--- src/rtl/sdiv_param.sv ---
// sdiv_param: 2N-by-N restoring divider with run-time signed/unsigned mode.
// Operands are loaded over Dbus in three beats: dividend high, dividend low,
// then divisor. Quotient and Remainder are updated only on entry to DONE.
//
//   state   | meaning
//   --------+-----------------------------------------------------------
//   IDLE    | waiting for St; outputs hold reset values
//   LDLO    | capturing dividend low half
//   LDDIV   | capturing divisor
//   CHECK   | form magnitudes, screen divide-by-zero and gross overflow
//   DIV     | one restoring shift/subtract step per cycle, N cycles
//   FIX     | apply result signs, signed range check, publish results
//   DONE    | results valid (Rdy=1); St starts the next operation
module sdiv_param #(
  parameter int N = 16
) (
  input  logic         CLK,
  input  logic         RSTn,
  input  logic         St,
  input  logic         Sgn,
  input  logic [N-1:0] Dbus,
  output logic [N-1:0] Quotient,
  output logic [N-1:0] Remainder,
  output logic         V,
  output logic         DZ,
  output logic         Rdy,
  output logic         Busy
);

  localparam int CW = $clog2(N);
  localparam logic [CW-1:0] CNT_LAST = CW'(N - 1);
  // 2^(N-1): largest legal magnitude for a negative signed quotient
  localparam logic [N-1:0] HALF = {1'b1, {(N - 1){1'b0}}};

  typedef enum logic [2:0] {
    S_IDLE,
    S_LDLO,
    S_LDDIV,
    S_CHECK,
    S_DIV,
    S_FIX,
    S_DONE
  } state_t;

  state_t           state_q, state_d;
  logic             sgn_q, sgn_d;
  logic [2*N-1:0]   dvd_q, dvd_d;
  logic [N-1:0]     dvs_q, dvs_d;
  logic [N-1:0]     acc_q, acc_d;
  logic [N-1:0]     sh_q, sh_d;
  logic [N-1:0]     dmag_q, dmag_d;
  logic [CW-1:0]    cnt_q, cnt_d;
  logic [N-1:0]     quo_q, quo_d;
  logic [N-1:0]     rem_q, rem_d;
  logic             v_q, v_d;
  logic             dz_q, dz_d;
  logic             rdy_q, rdy_d;
  logic             busy_q, busy_d;

  logic [2*N-1:0]   dvd_mag;
  logic [N-1:0]     dvs_mag;
  logic [N:0]       trial;
  logic [N-1:0]     trial_diff;
  logic             qbit;
  logic             q_neg;
  logic             r_neg;
  logic             q_ovf;

  // Datapath helpers: operand magnitudes, one restoring step, sign fix-up
  always_comb begin
    dvd_mag    = (sgn_q && dvd_q[2*N-1]) ? -dvd_q : dvd_q;
    dvs_mag    = (sgn_q && dvs_q[N-1]) ? -dvs_q : dvs_q;
    // partial remainder is always below the divisor, so the difference fits N bits
    trial      = {acc_q, sh_q[N-1]};
    qbit       = (trial >= {1'b0, dmag_q});
    trial_diff = trial[N-1:0] - dmag_q;
    q_neg      = sgn_q && (dvd_q[2*N-1] ^ dvs_q[N-1]);
    r_neg      = sgn_q && dvd_q[2*N-1];
    q_ovf      = sgn_q && (q_neg ? (sh_q > HALF) : (sh_q >= HALF));
  end

  // Next-state and next-output logic for the load/compute sequence
  always_comb begin
    state_d = state_q;
    sgn_d   = sgn_q;
    dvd_d   = dvd_q;
    dvs_d   = dvs_q;
    acc_d   = acc_q;
    sh_d    = sh_q;
    dmag_d  = dmag_q;
    cnt_d   = cnt_q;
    quo_d   = quo_q;
    rem_d   = rem_q;
    v_d     = v_q;
    dz_d    = dz_q;

    case (state_q)
      S_IDLE, S_DONE: begin
        if (St) begin
          dvd_d[2*N-1:N] = Dbus;
          sgn_d          = Sgn;
          v_d            = 1'b0;
          dz_d           = 1'b0;
          state_d        = S_LDLO;
        end
      end
      S_LDLO: begin
        dvd_d[N-1:0] = Dbus;
        state_d      = S_LDDIV;
      end
      S_LDDIV: begin
        dvs_d   = Dbus;
        state_d = S_CHECK;
      end
      S_CHECK: begin
        if (dvs_mag == '0) begin
          dz_d    = 1'b1;
          v_d     = 1'b1;
          quo_d   = '0;
          rem_d   = '0;
          state_d = S_DONE;
        end else if (dvd_mag[2*N-1:N] >= dvs_mag) begin
          // magnitude quotient would need more than N bits
          v_d     = 1'b1;
          quo_d   = '0;
          rem_d   = '0;
          state_d = S_DONE;
        end else begin
          acc_d   = dvd_mag[2*N-1:N];
          sh_d    = dvd_mag[N-1:0];
          dmag_d  = dvs_mag;
          cnt_d   = '0;
          state_d = S_DIV;
        end
      end
      S_DIV: begin
        // sh_q shifts dividend bits out the top and quotient bits in the bottom
        acc_d = qbit ? trial_diff : trial[N-1:0];
        sh_d  = {sh_q[N-2:0], qbit};
        cnt_d = cnt_q + 1'b1;
        if (cnt_q == CNT_LAST) begin
          state_d = S_FIX;
        end
      end
      S_FIX: begin
        if (q_ovf) begin
          v_d   = 1'b1;
          quo_d = '0;
          rem_d = '0;
        end else begin
          quo_d = q_neg ? -sh_q : sh_q;
          rem_d = r_neg ? -acc_q : acc_q;
        end
        state_d = S_DONE;
      end
      default: begin
        state_d = S_IDLE;
      end
    endcase

    rdy_d  = (state_d == S_DONE);
    busy_d = (state_d != S_IDLE) && (state_d != S_DONE);
  end

  // State and output registers with synchronous active-low reset
  always_ff @(posedge CLK) begin
    if (!RSTn) begin
      state_q <= S_IDLE;
      sgn_q   <= 1'b0;
      dvd_q   <= '0;
      dvs_q   <= '0;
      acc_q   <= '0;
      sh_q    <= '0;
      dmag_q  <= '0;
      cnt_q   <= '0;
      quo_q   <= '0;
      rem_q   <= '0;
      v_q     <= 1'b0;
      dz_q    <= 1'b0;
      rdy_q   <= 1'b0;
      busy_q  <= 1'b0;
    end else begin
      state_q <= state_d;
      sgn_q   <= sgn_d;
      dvd_q   <= dvd_d;
      dvs_q   <= dvs_d;
      acc_q   <= acc_d;
      sh_q    <= sh_d;
      dmag_q  <= dmag_d;
      cnt_q   <= cnt_d;
      quo_q   <= quo_d;
      rem_q   <= rem_d;
      v_q     <= v_d;
      dz_q    <= dz_d;
      rdy_q   <= rdy_d;
      busy_q  <= busy_d;
    end
  end

  assign Quotient  = quo_q;
  assign Remainder = rem_q;
  assign V         = v_q;
  assign DZ        = dz_q;
  assign Rdy       = rdy_q;
  assign Busy      = busy_q;

endmodule

--- config.mk ---
export PLATFORM = sky130hd
export DESIGN_NAME = sdiv_param
export DESIGN_NICKNAME = d
export VERILOG_FILES = /design/src/rtl/sdiv_param.sv
export SDC_FILE = /design/constraint.sdc
export NUM_CORES = 1
export LEC_CHECK = 0
export CAP_MARGIN = 20
export CORE_MARGIN = 3
export CORE_UTILIZATION = 65
export DETAILED_ROUTE_END_ITERATION = 7
export GPL_TIMING_DRIVEN = 0
export HOLD_SLACK_MARGIN = 0.1
export PLACE_DENSITY = 0.86
export SYNTH_ARGS = -nofsm -noshare
export SYNTH_HDL_FRONTEND = slang
export SYNTH_SLANG_ARGS = --single-unit
export TNS_END_PERCENT = 20
--- constraint.sdc ---
create_clock -name CLK -period 6.3 [get_ports CLK]
set_input_delay 1.26 -clock CLK [delete_from_list [all_inputs] [get_ports CLK]]
set_output_delay 1.26 -clock CLK [all_outputs]
set_load 0.005 [all_outputs]
; ---- Yosys cells after proc, flatten, opt, wreduce, memory -nomap -nowiden
; Cells that the tools add are included.
[op_classes]
muxes = 33
reduce_logical = 19
eq_ne = 15
order_cmp = 4
n_addsub = 6
bitwise = 3
[ops]
columns = op, n
row1 = 2-to-1 mux 16 bit, 12
row2 = one-hot mux 16 bit (2 select lines), 4
row3 = negator 16 bit, 3
row4 = 2-to-1 mux 32 bit, 1
row5 = negator 32 bit, 1
row6 = one-hot mux 3 bit (6 select lines), 1
row7 = greater-or-equal comparator 17 x 16 -> 1 bit, 1
row8 = greater-or-equal comparator 16 bit, 1
row9 = greater-or-equal comparator 16 bit (second input constant), 1
row10 = > comparator 16 bit (second input constant), 1
row11 = logical NOT 16 bit, 1
row12 = subtractor 16 bit, 1
row13 = == test 3 bit (second input constant), 4
row14 = inequality test 2 bit (second input constant), 5
row15 = AND reduction 3 bit, 3
row16 = 2-to-1 mux 4 bit, 2
row17 = one-hot mux 4 bit (2 select lines), 1
row18 = == test 3 x 2 -> 1 bit (second input constant), 2
row19 = 2-to-1 mux 1 bit, 6
row20 = 2-to-1 mux 3 bit, 2
row21 = inequality test 3 bit (second input constant), 2
row22 = nonzero test 2 bit, 3
row23 = nonzero test 3 bit, 2
row24 = logical AND 1 bit, 5
row25 = 12 further kinds, 15
[word_totals]
reg_bits = 140
elab_cells = 95

; ---- Longest topological paths before layout
; Gate-level depths: netlist (run 1).
[depth]
depth_word = 8
mapped_depth = 15

; ---- Worst setup path before layout (run 1)
; Ideal clock, no wire load.
[synth_timing]
path_type = register -> register
from = reg dvd_q[8]
to = reg acc_q[15]
stages_incl_launch_ff = 15
arrival_time_ps = 3763
path_buffers = 1
setup_slack_ps = 2417
required_ps = 6180
path_cell_list = dfxtp_1 nor4_2 nand3_1 or4_1 o41ai_2 xnor2_1 ha_1 nand2_1 o21ai_0 or3_1 a31oi_1 o21a_1 clkbuf_1 a21oi_1 o31a_1
[synth_between]
elab_chain_cells = 5
word_cells_on_any_way = 8
[synth_lines]
columns = element, line
row1 = from (decl), 47  ; logic [2*N-1:0] dvd_q, dvd_d;
row2 = from (signal assigned), 185  ; dvd_q <= dvd_d;
row3 = negator 32 bit *, 71  ; dvd_mag = (sgn_q && dvd_q[2*N-1]) ? -dvd_q : dvd_q;
row4 = 2-to-1 mux 32 bit *, 71
row5 = greater-or-equal comparator 16 bit / 2-to-1 mux 16 bit (equally long branches), 122  ; end else if (dvd_mag[2*N-1:N] >= dvs_mag) begin
row6 = inequality test 2 bit (no source line) / 2-to-1 mux 16 bit (equally long branches), -
row7 = AND reduction 3 bit (no source line) / one-hot mux 16 bit (2 select lines) (equally long branches), -
row8 = to (signal assigned), 172  ; acc_q <= '0;
row9 = to (signal assigned), 187  ; acc_q <= acc_d;
row10 = to (decl), 49  ; logic [N-1:0] acc_q, acc_d;
; Mark *: on every way between the ends. The rest lies on a longest branch, timed or not. The select of a mux whose other input is x is not followed.
; A chain may end at the register's enable or synchronous reset.

; ---- Worst setup path after layout (run 1)
[layout_timing]
from = reg sgn_q
to = reg dmag_q[8]
[layout_between]
elab_chain_cells = 5
word_cells_on_any_way = 9
[layout_lines]
columns = element, line
row1 = from (decl), 46  ; logic sgn_q, sgn_d;
row2 = from (signal assigned), 184  ; sgn_q <= sgn_d;
row3 = logical AND 1 bit (on tied branches), "71, 72"
row4 = 2-to-1 mux 32 bit / 2-to-1 mux 16 bit (equally long branches), "71, 72"
row5 = greater-or-equal comparator 16 bit / logical NOT 16 bit (equally long branches), "122, 116"
row6 = NOT 1 bit (no source line), -
row7 = AND reduction 3 bit (no source line), -
row8 = to (signal assigned), 189  ; dmag_q <= dmag_d;
row9 = to (decl), 51  ; logic [N-1:0] dmag_q, dmag_d;
; Parallel ways exist; a longest one is shown, timed or not.

==> results of run 1 <==
## placed cells by master, fill, tap and decap left out, drive strengths merged, types with 5 or more instances in the layout
cell type and instances:
a211oi 17, a21oi 116, a311oi 10, a31oi 26, a32o 33, and2 8, and3 15, buf 17
clkbuf 82, clkdlybuf4s50 54, clkinv 9, dfxtp 140, ha 37, inv 38, mux2i 5, nand2 151
nand2b 14, nand3 31, nand4 9, nor2 56, nor3 31, nor4 11, o211ai 15, o21a 5
o21ai 44, o221a 5, o31a 5, o31ai 18, o41ai 5, or3 7, or4 5, xnor2 33
xor2 50
## area by class of cell
class | count | area (µm²)
plain buffers | 81 | 357
flip-flops and latches | 140 | 2800
clock buffers | 18 | 439
inverters | 37 | 139
clock inverters | 14 | 170
repair buffers | 54 | 541
fillers | 973 | 2810
multi-input cells | 823 | 5350
well taps | 172 | 215
## synth_stat cells (all sizes together) (26+ instances only)
cell and number:
nand3 31, dfxtp 140, ha 37, clkbuf 64, nand2 151, xnor2 33, a31oi 26, nor2 56
o21ai 44, xor2 50, a32o 33, a21oi 116, nor3 31, inv 37
## registers in the layout, summed over array words and instances (netlist names)
signal and count:
Busy 1, DZ 1, Quotient 16, Rdy 1, Remainder 16, V 1
acc_q 16, cnt_q 4, dmag_q 16, dvd_q 32, dvs_q 16, sgn_q 1
sh_q 16, state_q 3
## routing by layer
layer / wire, µm / track usage, % / vias to the layer above
li1: - / - / 4115
met1: 10700 / 47.3 / 4206
met2: 12400 / 59.3 / 583
met3: 2930 / 8.95 / 128
met4: 1280 / 16.5 / 0
met5: 0 / 0 / -
## power groups by stage
| stage | combinational, µW | sequential, µW | clock (µW) |
|---|---|---|---|
| finish | 1060 | 986 | 1040 |
| global route | 1130 | 988 | 1080 |
| CTS | 1010 | 982 | 1040 |
| detailed placement | 999 | 1000 | 0 |
| global placement | 990 | 999 | 0 |
| floorplan | 732 | 983 | 0 |
## metrics by stage
step / instance area (µm²) / cells
5_1_grt: 10000 / 1339
4_1_cts: 10000 / 1339
2_1_floorplan: 8650 / 1081
6_report: 10000 / 1339
3_3_place_gp: 9400 / 1307
3_5_place_dp: 9400 / 1307
## worst reg2reg max path, stage by stage (launching register included)
cell      delay [ns]
dfxtp_1         0.32
clkbuf_1        0.42
and2_1          0.20
clkbuf_1        0.42
clkbuf_1        0.52
o21ai_0         0.23
xnor2_1         0.27
ha_1            0.24
a21oi_1         0.12
o21ai_0         0.14
or3_1           0.38
a31oi_1         0.33
o21a_1          0.32
clkbuf_1        0.51
a21oi_1         0.15
a311oi_1        0.29
## final timing paths
kind / slack, ns / endpoint / startpoint / depth (start not counted)
hold reg to reg: 0.49 / dvd_q[17] / dvd_q[17] / 2
hold / removal: 0.49 / dvd_q[17] / dvd_q[17] / 2
setup / recovery: 1.34 / dmag_q[8] / sgn_q / 15
setup reg to reg: 1.34 / dmag_q[8] / sgn_q / 15
## cells by family (layout without fill, tap and decap cells)
kind of cell / count (synthesis) / in the layout / share of synthesized area (%)
simple gates: 358 / 358 / 20.3
mux: 5 / 5 / 0.579
compound gates: 339 / 339 / 27.0
xor+xnor: 83 / 83 / 8.41
buf+inv: 118 / 204 / 5.73
fa+ha+maj: 38 / 38 / 5.58
flops: 140 / 140 / 32.4
==> results.sh, run 1 <==
export IMPL_synth_cell_types=75
export IMPL_areaGrowthSynthToFinish_pct=15.8
export IMPL_maxCapViolations=0
export IMPL_synth_edff_count=0
export IMPL_p_int_uw=1910
export IMPL_die_w_um=121
export IMPL_timing_hold_ws_ns=0.492
export IMPL_period_minus_slack_ns=4.96
export IMPL_ant_nets=0
export IMPL_ys_ff_latch=140
export IMPL_yosysSeqAreaShare_pct=32.4
export IMPL_yosysTopAreaCellShare_pct=32.4
export IMPL_track_usage_pct=37.0
export IMPL_power_frac_clock_pct=33.8
export IMPL_p_seq_share_pct=32.0
export IMPL_p_leak_uw=0.00380
export IMPL_io_pins=56
export IMPL_cp_start_kind="flip-flop"
export IMPL_comb_power_share_pct=34.2
export IMPL_crit_top_cell="clkbuf_1"
export IMPL_crit_family="buffers and inverters"
export IMPL_drt_wirelength_per_cell_um=20.4
export IMPL_cts_tree="done"
export IMPL_synth_area_leader_cell="dfxtp_1"
export IMPL_gp_congestion=1.02
export IMPL_diodes=0
export IMPL_place_hpwl_um=19900
export IMPL_required_ns=6.64
export IMPL_drtIter0Drc=1187
export IMPL_post_cts_buffers=0
export IMPL_antenna_found_initial=0
export IMPL_crit_path_max_fanout=10
export IMPL_slowest_delay_ns=0.52
export IMPL_drt_total_wl_um=27300
export IMPL_syn_inst=1081
export IMPL_crit_slowest_cell="clkbuf_1"
export IMPL_drv_slew=0
export IMPL_p_sw_uw=1180
export IMPL_cts_root_buffer_cell="clkbuf_16"
export IMPL_finalHoldViolations=0
export IMPL_post_place_ws_ns=1.57
export IMPL_firstDrtPassIters=6
export IMPL_synth_avg_cell_area_um2=8.00
export IMPL_synth_area_leaders="dfxtp_1, a21oi_1, nand2_1"
export IMPL_slew_headroom_pct=32.7
export IMPL_netlist_area_um2=8650
export IMPL_core_um2=12800
export IMPL_p_sw_share_pct=38.2
export IMPL_max_freq_mhz=202
export IMPL_status="complete, no violations"
export IMPL_clock_sinks=140
export IMPL_setup_slack_ns=1.34
export IMPL_worstSetupPathType="reg -> reg"
export IMPL_first_global_vias=8327
export IMPL_hold_path_class="reg -> reg"
export IMPL_cp_arrival_ns=5.30
export IMPL_grt_pass1_wl_um=43200
export IMPL_synthFlopType="dfxtp_1"
export IMPL_tritoncts_num_buffers=17
export IMPL_cp_cell_sequence="clkbuf_1, and2_1, clkbuf_1, clkbuf_1, o21ai_0, xnor2_1, ha_1, a21oi_1, o21ai_0, or3_1, a31oi_1, o21a_1, clkbuf_1, a21oi_1, a311oi_1"
export IMPL_p_per_area_nw_per_um2=308
export IMPL_ir_worst_vdd_uv=225
export IMPL_syn_num_nets=1139
export IMPL_ctsHtreeMaxLevel=4
export IMPL_yosys_warnings=0
export IMPL_drive_above_1_share_pct=6.51
export IMPL_gr_total_overflow=0
export IMPL_grt_max_degree=17
export IMPL_rows=41
export IMPL_finalClockSkew_ns=0.0123
export IMPL_rsz0062_at_grt="false"
export IMPL_cts_hold_buf=0
export IMPL_io_buffer_count=54
export IMPL_die_h_um=121
export IMPL_drc=0
export IMPL_setup_viol=0
export IMPL_worst_path_buf_inv=4
export IMPL_post_drt_via_cell_ratio=6.75
export IMPL_die_area_um2=14700
export IMPL_async_reset_ff_share_pct=0
export IMPL_start_util_pct=67.4
export IMPL_clock_path_buffers=2
export IMPL_total_power_uw=3080
export IMPL_worstMarginPinSlew_ns=1.01
export IMPL_cts_clk_slew_worst_paths_ns=0.06
export IMPL_vias=9032
export IMPL_finalCritPeriodShare_pct=78.8
export IMPL_fin_nets=1212
export IMPL_final_core_util_pct=78.1
export IMPL_end_kind="flip-flop"
export IMPL_insertion_delay_ns=0.44
export IMPL_tns_ns=0
export IMPL_cts_resized=0
Note: power is estimated with default switching activity, not from simulation.
==> run 2: changes to the inputs <==
--- a/config.mk
+++ b/config.mk
@@ -7,11 +7,11 @@
 export LEC_CHECK = 0
 export CAP_MARGIN = 20
 export CORE_MARGIN = 3
-export CORE_UTILIZATION = 65
+export CORE_UTILIZATION = 60
 export DETAILED_ROUTE_END_ITERATION = 7
 export GPL_TIMING_DRIVEN = 0
 export HOLD_SLACK_MARGIN = 0.1
-export PLACE_DENSITY = 0.86
+export PLACE_DENSITY = 0.81
 export SYNTH_ARGS = -nofsm -noshare
 export SYNTH_HDL_FRONTEND = slang
 export SYNTH_SLANG_ARGS = --single-unit
==> constraint.sdc (replaced) <==
create_clock -name CLK -period 4.6 [get_ports CLK]
set_input_delay 0.92 -clock CLK [delete_from_list [all_inputs] [get_ports CLK]]
set_output_delay 0.92 -clock CLK [all_outputs]
set_load 0.005 [all_outputs]
==> run 2 against run 1 <==
  * Worst hold slack got worse by 0.025 ns
  * Global-route usage fell by 3.5 points
  * Sequential share of layout area shrank 0.25 points
  * Sequential power grew 37%
  * Register-to-register slack got worse by 1.2 ns
  * Total power rose by 39%
  * Clock power grew 43%
  * Routed wire length rose by 0.93%
  * Largest cell class unchanged
  * Sequential cell count unchanged
  * Maximum frequency increased by 11%
==> results.sh, run 2 (same netlist as run 1, synthesis figures left out) <==
export IMPL_maxCapViolations=0
export IMPL_placedCellCount=1315
export IMPL_worstMarginPinSlew_ns=0.968
export IMPL_slowest_delay_ns=0.51
export IMPL_drive_above_1_share_pct=7.72
export IMPL_cts_tree="done"
export IMPL_mostFrequentLayoutCells="nand2_1, dfxtp_1, a21oi_1"
export IMPL_worstSetupPathType="reg -> reg"
export IMPL_fin_nets=1212
export IMPL_gr_total_overflow=0
export IMPL_cp_arrival_ns=4.80
export IMPL_post_drt_via_cell_ratio=6.67
export IMPL_cp_cell_sequence="clkbuf_1, and2_1, clkbuf_2, o21ai_0, xnor2_1, ha_1, a21oi_1, o21ai_0, a41o_1, o31ai_1, o21ai_1, clkbuf_2, o31ai_1, a211oi_1"
export IMPL_crit_path_max_fanout=10
export IMPL_tns_ns=0
export IMPL_r2r_slack_ns=0.12
export IMPL_r2r_start="sgn_q"
export IMPL_max_freq_mhz=223
export IMPL_insertion_delay_ns=0.43
export IMPL_cts_clk_slew_worst_paths_ns=0.06
export IMPL_p_per_area_nw_per_um2=424
export IMPL_startpoint="sgn_q"
export IMPL_status="complete, no violations"
export IMPL_core_um2=14000
export IMPL_fin_cells=1346
export IMPL_final_core_util_pct=72.2
export IMPL_die_w_um=126
export IMPL_gp_congestion=0.951
export IMPL_ir_worst_vdd_uv=314
export IMPL_diodes=0
export IMPL_largest_register_ffs=32
export IMPL_grt_pass1_wl_um=42800
export IMPL_hold_start="V"
export IMPL_firstDrtPassIters=6
export IMPL_ant_nets=0
export IMPL_track_usage_pct=33.5
export IMPL_tritoncts_num_buffers=17
export IMPL_place_hpwl_um=20100
export IMPL_first_global_vias=8042
export IMPL_cts_hold_buf=0
export IMPL_antenna_found_initial=0
export IMPL_mostFrequentLayoutCell="nand2_1"
export IMPL_p_leak_uw=0.00384
export IMPL_drt_total_wl_um=27500
export IMPL_regMostFlops="dvd_q"
export IMPL_start_util_pct=61.8
export IMPL_drv_slew=0
export IMPL_cts_root_buffer_cell="clkbuf_16"
export IMPL_required_ns=4.92
export IMPL_drc=0
export IMPL_areaGrowthSynthToFinish_pct=16.8
export IMPL_io_pins=56
export IMPL_setup_slack_ns=0.123
export IMPL_finalHoldViolations=0
export IMPL_post_place_ws_ns=-0.190
export IMPL_ctsHtreeMaxLevel=4
export IMPL_die_area_um2=15900
export IMPL_grt_max_degree=17
export IMPL_crit_slowest_cell="and2_1"
export IMPL_io_buffer_count=54
export IMPL_clock_sinks=140
export IMPL_cp_start_kind="flip-flop"
export IMPL_die_h_um=126
export IMPL_vias=8975
export IMPL_setup_viol=0
export IMPL_period_minus_slack_ns=4.48
export IMPL_drtIter0Drc=998
export IMPL_slew_headroom_pct=35.3
export IMPL_end_kind="flip-flop"
export IMPL_clock_path_buffers=2
export IMPL_finalCritPeriodShare_pct=97.3
export IMPL_hold_path_class="reg -> reg"
export IMPL_finalClockSkew_ns=0.00884
export IMPL_drt_wirelength_per_cell_um=20.4
export IMPL_rows=43
export IMPL_nFillCells=1132
export IMPL_total_power_uw=4280
## run 2: cell count changes in the layout (fill, tap and decap cells not counted), sizes merged
cell,before,now
bufinv,3,4
clkinvlp,1,2
inv,38,40
clkinv,9,4
clkbuf,82,80
buf,17,19
## run 2: report_power, final
| part | leakage, µW | switching [µW] | internal, µW | total, µW |
|---|---|---|---|---|
| logic | 0.00241 | 962 | 482 | 1440 |
| clock network | 0.000303 | 562 | 923 | 1490 |
| registers | 0.00113 | 79.4 | 1270 | 1350 |
| total | 0.00384 | 1600 | 2680 | 4280 |
## run 2: path summary, 6_finish.rpt
path	to	depth (start not counted)
setup reg to reg	acc_q[8]	14
hold reg to reg	V	2
setup / recovery	acc_q[8]	14
hold / removal	V	2
## run 2: timing repair
action | in CTS | in global routing
gates cloned | 0 | 0
endpoints found under the setup margin | 72 | 83
hold endpoints to repair | 0 | 0
pin swaps | 0 | 1
buffers inserted | 0 | 1
gates resized for setup | 5 | 18
## run 2: worst max-delay path: cells and delay by family, from the launching register on
kind	cells	cell delay, ns
AOI/OAI and AO/OA	8	1.71
xor gates and xnor gates	1	0.42
adders and majority gates	1	0.23
buffers and inverters	3	1.17
DFF	1	0.32
and+or+nand+nor	1	0.51
## run 2: per-stage QoR
step / cell area, µm² / hold WS [ns]
2_1_floorplan: 8650 / 0.444
3_3_place_gp: 9410 / 0.458
3_5_place_dp: 9410 / 0.466
4_1_cts: 10100 / 0.475
5_1_grt: 10100 / 0.498
6_report: 10100 / 0.467
## run 2: cell type report
class | count | area, µm² | area share (%)
Buffer | 80 | 364 | 3.60
Clock buffer | 18 | 439 | 4.35
Clock inverter | 13 | 189 | 1.87
Inverter | 37 | 139 | 1.37
Multi-Input combinational cell | 823 | 5400 | 53.4
Sequential cell | 140 | 2800 | 27.7
Tap cell | 180 | 225 | 2.23
Timing Repair Buffer | 55 | 548 | 5.42
## run 2: metal layers
layer	vias to the layer above	wire length (µm)	GRT usage, %
met4	0	1050	12.0
met1	4201	10900	43.7
met2	560	12600	53.4
met5	-	0	0
met3	101	3010	9.29
li1	4113	-	-
==> run 3: changes to the inputs <==
--- a/config.mk
+++ b/config.mk
@@ -8,6 +8,7 @@
 export CAP_MARGIN = 20
 export CORE_MARGIN = 3
 export CORE_UTILIZATION = 60
+export CTS_CLUSTER_SIZE = 28
 export DETAILED_ROUTE_END_ITERATION = 7
 export GPL_TIMING_DRIVEN = 0
 export HOLD_SLACK_MARGIN = 0.1
==> results of run 3 <==
The final DEF is identical to that of run 2; final timing and power are the same.
